[src/rtl/ex_muldiv_if.sv]
// Handshake and result bundle between the ID/EX stage and the EX-stage
// iterative multiply/divide unit.
interface ex_muldiv_if #(
  parameter int WIDTH = 32
);
  logic             start;
  logic [1:0]       op;
  logic [WIDTH-1:0] opa;
  logic [WIDTH-1:0] opb;
  logic             flush;
  logic             stall;
  logic             busy;
  logic             done;
  logic [WIDTH-1:0] hi;
  logic [WIDTH-1:0] lo;
  logic             div_by_zero;

  // Pipeline side: issues operations, receives stall and results.
  modport master (
    output start, op, opa, opb, flush,
    input  stall, busy, done, hi, lo, div_by_zero
  );

  // Unit side.
  modport slave (
    input  start, op, opa, opb, flush,
    output stall, busy, done, hi, lo, div_by_zero
  );
endinterface

[src/rtl/ex_muldiv.sv]
// Iterative multiply/divide unit for the EX stage. One result bit per cycle:
// MSB-first shift-add for multiply, restoring division for divide. Signed
// operations run on magnitudes and are sign-corrected on the final edge.
module ex_muldiv #(
  parameter int WIDTH = 32
) (
  input logic        clock,
  input logic        rst,
  ex_muldiv_if.slave bus
);

  localparam int CW = $clog2(WIDTH);
  localparam logic [CW-1:0] LAST = CW'(WIDTH - 1);

  typedef enum logic [1:0] {S_IDLE, S_CALC, S_DONE} state_t;

  state_t           state;
  logic [1:0]       op_q;
  logic             neg_q;
  logic             rneg_q;
  logic [CW-1:0]    cnt;
  logic [WIDTH-1:0] ma;
  logic [WIDTH-1:0] mb;
  logic [WIDTH-1:0] wh;
  logic [WIDTH-1:0] wl;
  logic [WIDTH-1:0] hi_q;
  logic [WIDTH-1:0] lo_q;
  logic             done_q;
  logic             dbz_q;
  logic             busy_q;

  logic [WIDTH-1:0]   nxt_wh;
  logic [WIDTH-1:0]   nxt_wl;
  logic [2*WIDTH-1:0] prod_sh;
  logic [WIDTH:0]     rem_sh;
  logic [WIDTH:0]     trial;
  logic [2*WIDTH-1:0] prod_fin;
  logic               abit;

  // Magnitude of an operand; the most negative value maps to its unsigned
  // magnitude, so no special case is needed downstream.
  function automatic logic [WIDTH-1:0] mag(input logic signed [WIDTH-1:0] v,
                                           input logic is_signed);
    logic signed [WIDTH-1:0] n;
    n = -v;
    if (is_signed && v[WIDTH-1]) return $unsigned(n);
    return $unsigned(v);
  endfunction

  // Conditional two's-complement negation of a single-width value.
  function automatic logic [WIDTH-1:0] cneg_w(input logic [WIDTH-1:0] v,
                                              input logic en);
    return en ? (~v + 1'b1) : v;
  endfunction

  // Conditional two's-complement negation of a double-width product.
  function automatic logic [2*WIDTH-1:0] cneg_2w(input logic [2*WIDTH-1:0] v,
                                                 input logic en);
    return en ? (~v + 1'b1) : v;
  endfunction

  // One iteration of the datapath: next working registers and final result.
  always_comb begin
    abit    = ma[WIDTH-1];
    prod_sh = {wh, wl} << 1;
    if (abit) prod_sh = prod_sh + {{WIDTH{1'b0}}, mb};
    rem_sh  = {wh, abit};
    trial   = rem_sh - {1'b0, mb};
    nxt_wh  = prod_sh[2*WIDTH-1:WIDTH];
    nxt_wl  = prod_sh[WIDTH-1:0];
    if (op_q[1]) begin
      nxt_wh = trial[WIDTH] ? {wh[WIDTH-2:0], abit} : trial[WIDTH-1:0];
      nxt_wl = {wl[WIDTH-2:0], ~trial[WIDTH]};
    end
    prod_fin = cneg_2w({nxt_wh, nxt_wl}, neg_q);
  end

  // Control FSM, working registers and result registers.
  always_ff @(posedge clock or negedge rst) begin
    if (!rst) begin
      state  <= S_IDLE;
      op_q   <= '0;
      neg_q  <= 1'b0;
      rneg_q <= 1'b0;
      cnt    <= '0;
      ma     <= '0;
      mb     <= '0;
      wh     <= '0;
      wl     <= '0;
      hi_q   <= '0;
      lo_q   <= '0;
      done_q <= 1'b0;
      dbz_q  <= 1'b0;
      busy_q <= 1'b0;
    end else begin
      done_q <= 1'b0;
      case (state)
        S_IDLE: begin
          if (bus.start && !bus.flush) begin
            busy_q <= 1'b1;
            if (bus.op[1] && (bus.opb == '0)) begin
              state  <= S_DONE;
              done_q <= 1'b1;
              hi_q   <= bus.opa;
              lo_q   <= '1;
              dbz_q  <= 1'b1;
            end else begin
              state  <= S_CALC;
              op_q   <= bus.op;
              neg_q  <= bus.op[0] & (bus.opa[WIDTH-1] ^ bus.opb[WIDTH-1]);
              rneg_q <= bus.op[0] & bus.opa[WIDTH-1];
              ma     <= mag(bus.opa, bus.op[0]);
              mb     <= mag(bus.opb, bus.op[0]);
              wh     <= '0;
              wl     <= '0;
              cnt    <= '0;
            end
          end
        end
        S_CALC: begin
          if (bus.flush) begin
            state  <= S_IDLE;
            busy_q <= 1'b0;
          end else begin
            wh  <= nxt_wh;
            wl  <= nxt_wl;
            ma  <= ma << 1;
            cnt <= cnt + 1'b1;
            if (cnt == LAST) begin
              state  <= S_DONE;
              done_q <= 1'b1;
              dbz_q  <= 1'b0;
              if (op_q[1]) begin
                hi_q <= cneg_w(nxt_wh, rneg_q);
                lo_q <= cneg_w(nxt_wl, neg_q);
              end else begin
                hi_q <= prod_fin[2*WIDTH-1:WIDTH];
                lo_q <= prod_fin[WIDTH-1:0];
              end
            end
          end
        end
        S_DONE: begin
          state  <= S_IDLE;
          busy_q <= 1'b0;
        end
        default: begin
          state  <= S_IDLE;
          busy_q <= 1'b0;
        end
      endcase
    end
  end

  // Stall covers the acceptance cycle and every iteration; gated by reset so
  // all outputs read zero while reset is held.
  assign bus.stall = rst & (((state == S_IDLE) & bus.start & ~bus.flush) |
                            (state == S_CALC));
  assign bus.busy        = busy_q;
  assign bus.done        = done_q;
  assign bus.hi          = hi_q;
  assign bus.lo          = lo_q;
  assign bus.div_by_zero = dbz_q;

endmodule

[src/flat_wrapper.sv]
// flat-port wrapper written by rule: the top's interface ports become plain ports
module ex_muldiv_flat 
#(
  parameter int WIDTH = 32
)
  (clock, rst, bus_start, bus_op, bus_opa, bus_opb, bus_flush, bus_stall, bus_busy, bus_done, bus_hi, bus_lo, bus_div_by_zero);
  ex_muldiv_if #(.WIDTH(WIDTH)) bus_i ();
  input logic clock;
  input logic rst;
  input wire logic [$bits(bus_i.start)-1:0] bus_start;
  input wire logic [$bits(bus_i.op)-1:0] bus_op;
  input wire logic [$bits(bus_i.opa)-1:0] bus_opa;
  input wire logic [$bits(bus_i.opb)-1:0] bus_opb;
  input wire logic [$bits(bus_i.flush)-1:0] bus_flush;
  output wire logic [$bits(bus_i.stall)-1:0] bus_stall;
  output wire logic [$bits(bus_i.busy)-1:0] bus_busy;
  output wire logic [$bits(bus_i.done)-1:0] bus_done;
  output wire logic [$bits(bus_i.hi)-1:0] bus_hi;
  output wire logic [$bits(bus_i.lo)-1:0] bus_lo;
  output wire logic [$bits(bus_i.div_by_zero)-1:0] bus_div_by_zero;
  assign bus_i.start = bus_start;
  assign bus_i.op = bus_op;
  assign bus_i.opa = bus_opa;
  assign bus_i.opb = bus_opb;
  assign bus_i.flush = bus_flush;
  assign bus_stall = bus_i.stall;
  assign bus_busy = bus_i.busy;
  assign bus_done = bus_i.done;
  assign bus_hi = bus_i.hi;
  assign bus_lo = bus_i.lo;
  assign bus_div_by_zero = bus_i.div_by_zero;
  ex_muldiv #(.WIDTH(WIDTH)) u_core (.clock(clock), .rst(rst), .bus(bus_i));
endmodule
[config.mk]
export PLATFORM = sky130hd
export DESIGN_NAME = ex_muldiv_flat
export DESIGN_NICKNAME = d
export VERILOG_FILES = /design/src/rtl/ex_muldiv_if.sv /design/src/rtl/ex_muldiv.sv /design/src/flat_wrapper.sv
export SDC_FILE = /design/constraint.sdc
export NUM_CORES = 1
export LEC_CHECK = 0
export ABC_CLOCK_PERIOD_IN_PS = 7300
export BUFFER_PORTS_ARGS = -buffer_cell sky130_fd_sc_hd__buf_4
export CORE_MARGIN = 1
export CORE_UTILIZATION = 47
export DETAILED_ROUTE_END_ITERATION = 7
export PLACE_DENSITY = 0.73
export SLEW_MARGIN = 25
export SYNTH_ARGS = -nofsm -noshare
export SYNTH_HDL_FRONTEND = slang
export SYNTH_SLANG_ARGS = --single-unit
[constraint.sdc]
create_clock -name clock -period 7.3 [get_ports clock]
set_input_delay 0.73 -clock clock [delete_from_list [all_inputs] [get_ports clock]]
set_output_delay 0.73 -clock clock [all_outputs]
set_load 0.02 [all_outputs]
# Word level (Yosys, flattened, before mapping)
# Index checks and enable logic that the tools add are counted.
# op_classes
n_mux,63
n_addsub,8
reduce_logical,13
n_bitwise,13
n_eq_ne,9
# op_table
operator,n
32-bit two-way mux,26
32-bit case mux with 2 select lines,5
64-bit two-way mux,2
32-bit by 1-bit adder with 32-bit output (second input constant),2
64-bit by 1-bit adder with 64-bit output (second input constant),1
64-bit by 32-bit adder with 64-bit output,1
32-bit negator,2
32-bit inverter,2
64-bit inverter,1
33-bit by 32-bit subtractor with 33-bit output,1
32-bit logical NOT,1
1-bit two-way mux,18
5-bit two-way mux,3
5-bit case mux with 2 select lines,1
2-bit two-way mux,4
2-bit by 1-bit inequality test with 1-bit output (second input constant),3
2-bit inequality test (second input constant),3
1-bit case mux with 2 select lines,3
5-bit by 1-bit adder with 5-bit output (second input constant),1
1-bit bitwise AND,5
5-bit == test (second input constant),1
5-bit AND reduction,1
1-bit logical AND,4
2-bit case mux with 2 select lines,1
other kinds (11),14
# totals
register_bits,206
word_cells,120
output_inout_bits,68

# Depth between registers and ports, before layout
# logic_depth
ltp_word,10
mapped_depth,24
mapped_depth_nobuf,22

# Least setup slack after synthesis
# No wires, ideal clock.
# synth_timing
path_kind,reg-to-reg
startpoint,reg u_core.ma[31]
endpoint,"reg u_core.hi_q[28], in the netlist u_core.bus.hi[28]"
slack_ns,1.615
path_stages_with_launch,25
period_less_slack_ns,5.685
arrival_time_ns,5.551
t_required_ns,7.165
setup_time_ns,0.135
cell_sequence,dfrtp_1 > clkbuf_1 > inv_1 > ha_1 > fa_1 > nand2b_1 > a21oi_1 > o211ai_2 > o211ai_4 > a211o_1 > a2111oi_4 > or2_2 > inv_1 > ha_1 > nand3_1 > or3_1 > or2_1 > or4_1 > or3_1 > buf_2 > o21ai_2 > nor4b_4 > a31oi_1 > xnor2_1 > o22ai_1
# synth_between
elab_chain_len,10
elab_cells_between_ends,16
cone_classes,3 x add/sub; 10 x mux; 3 x bitwise
# synth_lines
item,line,rtl
"start, declared",ex_muldiv.sv:22,logic [WIDTH-1:0] ma;
"start signal, assigned",ex_muldiv.sv:112,"ma <= mag(bus.opa, bus.op[0]);"
"start signal, assigned",ex_muldiv.sv:127,ma <= ma << 1;
33-bit by 32-bit subtractor with 33-bit output,ex_muldiv.sv:68,"trial = rem_sh - {1'b0, mb};"
32-bit two-way mux or 1-bit inverter (tied branches),"ex_muldiv.sv:72, ex_muldiv.sv:73",
32-bit two-way mux,ex_muldiv.sv:71,if (op_q[1]) begin
64-bit inverter or 32-bit inverter (tied branches),"ex_muldiv.sv:59, ex_muldiv.sv:53",
64-bit by 1-bit adder with 64-bit output or 32-bit by 1-bit adder with 32-bit output (tied branches),"ex_muldiv.sv:59, ex_muldiv.sv:53",
64-bit two-way mux or 32-bit two-way mux (tied branches),"ex_muldiv.sv:59, ex_muldiv.sv:53",
32-bit two-way mux (*),ex_muldiv.sv:133,if (op_q[1]) begin
32-bit two-way mux (*),ex_muldiv.sv:129,if (cnt == LAST) begin
32-bit two-way mux (*),ex_muldiv.sv:121,if (bus.flush) begin
32-bit case mux with 2 select lines (*),ex_muldiv.sv:97,case (state)
"end signal, assigned",ex_muldiv.sv:104,hi_q <= bus.opa;
"end signal, assigned",ex_muldiv.sv:134,"hi_q <= cneg_w(nxt_wh, rneg_q);"
"end signal, assigned",ex_muldiv.sv:137,hi_q <= prod_fin[2*WIDTH-1:WIDTH];
"end, declared",ex_muldiv.sv:26,logic [WIDTH-1:0] hi_q;
# Mark *: on every way between the ends. The rest lies on a longest branch, timed or not. The select of a mux whose other input is x is not followed.
# A chain may end at the register's enable or synchronous reset.

# Final worst setup path
# layout_timing
startpoint,reg u_core.ma[31]
endpoint,"reg u_core.hi_q[24], in the netlist u_core.bus.hi[24]"
# The elaborated chain is that of the path after synthesis.

==> flow_summary.toml <==
[outcome]
outcome = "finished clean"

[drt]
vias_per_cell = 6.42
dr.pass1.iters = 8
drt_wl_total_um = 66700
ant_nets = 0
drt_iter0_drc = 2085
dr_total_vias = 18800
wire_per_inst_um = 22.8
drc = 0

[finish]
area_growth_pct = 12.2
nets = 2534
num_antenna_cells = 0
multiInputGateArea_mm2 = 0.0120
fill_cells = 3586
fin_area_mm2 = 0.0201
regArea_mm2 = 0.00513
drive_gt1_share_pct = 11.6

[sta]
fin_crit_sh_pct = 91.8
max_freq_mhz = 149
tightest_slew_ns = 1.02
drv_slew = 0
min_period_ns = 6.70
setup_viol = 0
hold_violations = 0
finClkSkew_ns = 0.0276
setup_tns_ns = 0
maxSlewHeadroom_pct = 31.2
grt_setup_unrepaired = "no"

[yosys]
async_flop_share_pct = 100
synth-seq-cells = 205
ys_seq_area_share_pct = 28.6
avgSynthCellArea_um2 = 7.67
synth_top_area_share_pct = 28.6
synthCells = 2337
synth_top_area_cell = "dfrtp_1"
yosys_warnings = 0
synth_cell_type_count = 96
synthTopCellsByArea = "dfrtp_1 (29%), a21oi_1 (6.5%), nand2_1 (5.7%)"
ys.flop_type = "dfrtp_1"
yosysMostFrequentCell = "nand2_1"
syn-cell-area_mm2 = 0.0179
synth_common_cells = "nand2_1 (272), nor2_1 (244), a21oi_1 (232)"
syn_nets = 2479
synth_edf_count = 0

[global_routing]
grt_max_degree = 77
grt_pass1_wl_um = 103000
overflow = 0
use_met1_pct = 44.2
antenna_found_initial = 0
gr-max-usage-layer = "met2"
grt_pass1_vias = 17600
grt_usage_pct = 34.0
use_met3_pct = 3.93
grt_use_met2_pct = 54.9

[clock_tree]
holdBufCountCts = 0
h-tree-depth = 1
cts_buffers = 25
cts_tree = "yes"
cts.sinks = 205
clk_latency_ns = 0.57
path_clk_slew_ns = 0.07
post-cts-setup-buffers = 0
cts-root-buf = "clkbuf_16"
cts_buffer_depth = 3
ctsResizeCount = 0

[setup_path]
crit_fanout = 13
slowest_delay_ns = 0.61
r2r_end = "u_core.bus.hi[24]"
reg2reg_slack_ns = 0.60
worstPathArrival_ns = 7.16
crit_buf_inv = 2
critPathRequiredTime_ns = 7.76
crit_slowest_cell = "dfrtp_1"
crit_path_start_kind = "flip-flop"
path_cells = "inv_1, ha_1, fa_1, nand2b_1, a21oi_1, o211ai_2, o211ai_4, a211o_1, a2111oi_4, or2_2, inv_1, ha_1, nand3_1, or3_1, or2_1, or4_1, or3_1, o21ai_2, nor4b_4, a21oi_1, xnor2_1, o22ai_1"
rr_startpoint = "u_core.ma[31]"
setup.worst_path.end_class = "flip-flop"
rr_worst_depth = 22
path_class = "flip-flop to flip-flop"
critPathTopFamily = "simple AND/OR/NAND/NOR gates"

[floorplan]
chipHeight_um = 197
start_util_pct = 47.7
io_pins = 138
num_rows = 71
die_w_um = 197
core_mm2 = 0.0376
dieArea_mm2 = 0.0389

[hold_path]
hp-class = "input pin to async pin"

[placed_design]
hpwl_um = 50600
routabilityCongestion = 1.00
place_area_mm2 = 0.0193
io_buffers = 137

[power_and_ir_drop]
power.density_mw_per_mm2 = 303
irDropWorstVdd_uv = 173
p_leak_nw = 8.80

[flow_run]
maxCapViolations = 0
[cell families (layout without fill, tap and decap cells)]
logic type | after synthesis | in the layout | share of synthesized area (%)
simple gates | 897 | 897 | 24.0
compound gates | 767 | 767 | 28.0
flops | 205 | 205 | 28.6
mux | 41 | 41 | 2.35
fa+ha+maj | 72 | 72 | 5.11
buf+inv | 200 | 274 | 4.38
xor+xnor | 155 | 155 | 7.57
[how the worst max path moves through the flow]
stage	start	to	depth (start not counted)
floorplan	u_core.ma[31]	u_core.bus.hi[28]	24
global route	u_core.ma[31]	u_core.bus.hi[28]	22
global placement	u_core.ma[31]	u_core.bus.hi[28]	22
finish	u_core.ma[31]	u_core.bus.hi[24]	22
CTS	u_core.ma[31]	u_core.bus.hi[24]	22
detailed placement	u_core.ma[31]	u_core.bus.hi[24]	22
[flip-flops by register name, summed over array words and instances (netlist names)]
signal / flops
u_core.mb: 32
u_core.op_q: 1
u_core.neg_q: 1
u_core.rneg_q: 1
u_core.bus.div_by_zero: 1
u_core.wh: 32
u_core.bus.done: 1
u_core.bus.busy: 1
u_core.state: 2
u_core.wl: 32
u_core.bus.lo: 32
u_core.cnt: 5
u_core.bus.hi: 32
u_core.ma: 32
[per-stage QoR]
step / worst slack [ns] / hold WS [ns] / power [mW] / utilization, % / cells
6_report: 0.596 / 0.138 / 6.10 / 53.5 / 2922
3_3_place_gp: 0.941 / 0.462 / 4.69 / 51.4 / 2876
5_1_grt: 0.241 / 0.186 / 6.43 / 53.5 / 2922
3_5_place_dp: 0.729 / 0.471 / 4.73 / 51.4 / 2876
2_1_floorplan: 1.61 / 0.434 / 3.75 / - / 2337
4_1_cts: 0.689 / 0.177 / 6.01 / 53.5 / 2922
[worst reg2reg max path: cells and delay by family, from the launching register on]
family / cells / cell delay (ns)
XOR/XNOR: 1 / 0.17
flip-flops: 1 / 0.61
buffers and inverters: 2 / 0.30
adder cells (fa/ha/maj): 3 / 0.84
AO/OA/AOI/OAI: 8 / 1.96
AND/OR/NAND/NOR: 8 / 2.70
[layout make-up]
| cell class | count | share of cell area [%] |
|---|---|---|
| Clock buffer | 34 | 3.53 |
| Clock inverter | 12 | 0.498 |
| Inverter | 63 | 1.18 |
| Multi-Input combinational cell | 1932 | 59.9 |
| Sequential cell | 205 | 25.5 |
| Tap cell | 511 | 3.18 |
| Timing Repair Buffer | 165 | 6.21 |
[layout by cell type, fill, tap and decap left out, types with 31 or more instances in the layout]
master and count:
nand2_1 271, nor2_1 241, a21oi_1 232, dfrtp_1 204, o21ai_0 163, buf_4 163
xnor2_1 85, xor2_1 70, ha_1 70, nor3_1 64, inv_1 62, nand3_1 60
nand4_1 48, and3_1 36, mux2i_1 33, o21a_1 31
[per-layer routing]
metal,share of wire (%),vias up,routed length (um)
li1,-,8631,-
met1,41,9012,27400
met2,46,897,30600
met3,6.5,223,4350
met4,6.5,0,4370
met5,0,-,0
[power breakdown]
part           internal, mW  total, mW  switching, mW
Sequential             1.29       1.55          0.255
Combinational          1.12       3.29           2.17
Clock                 0.718       1.26          0.545
Note: power is estimated with default switching activity, not from simulation.
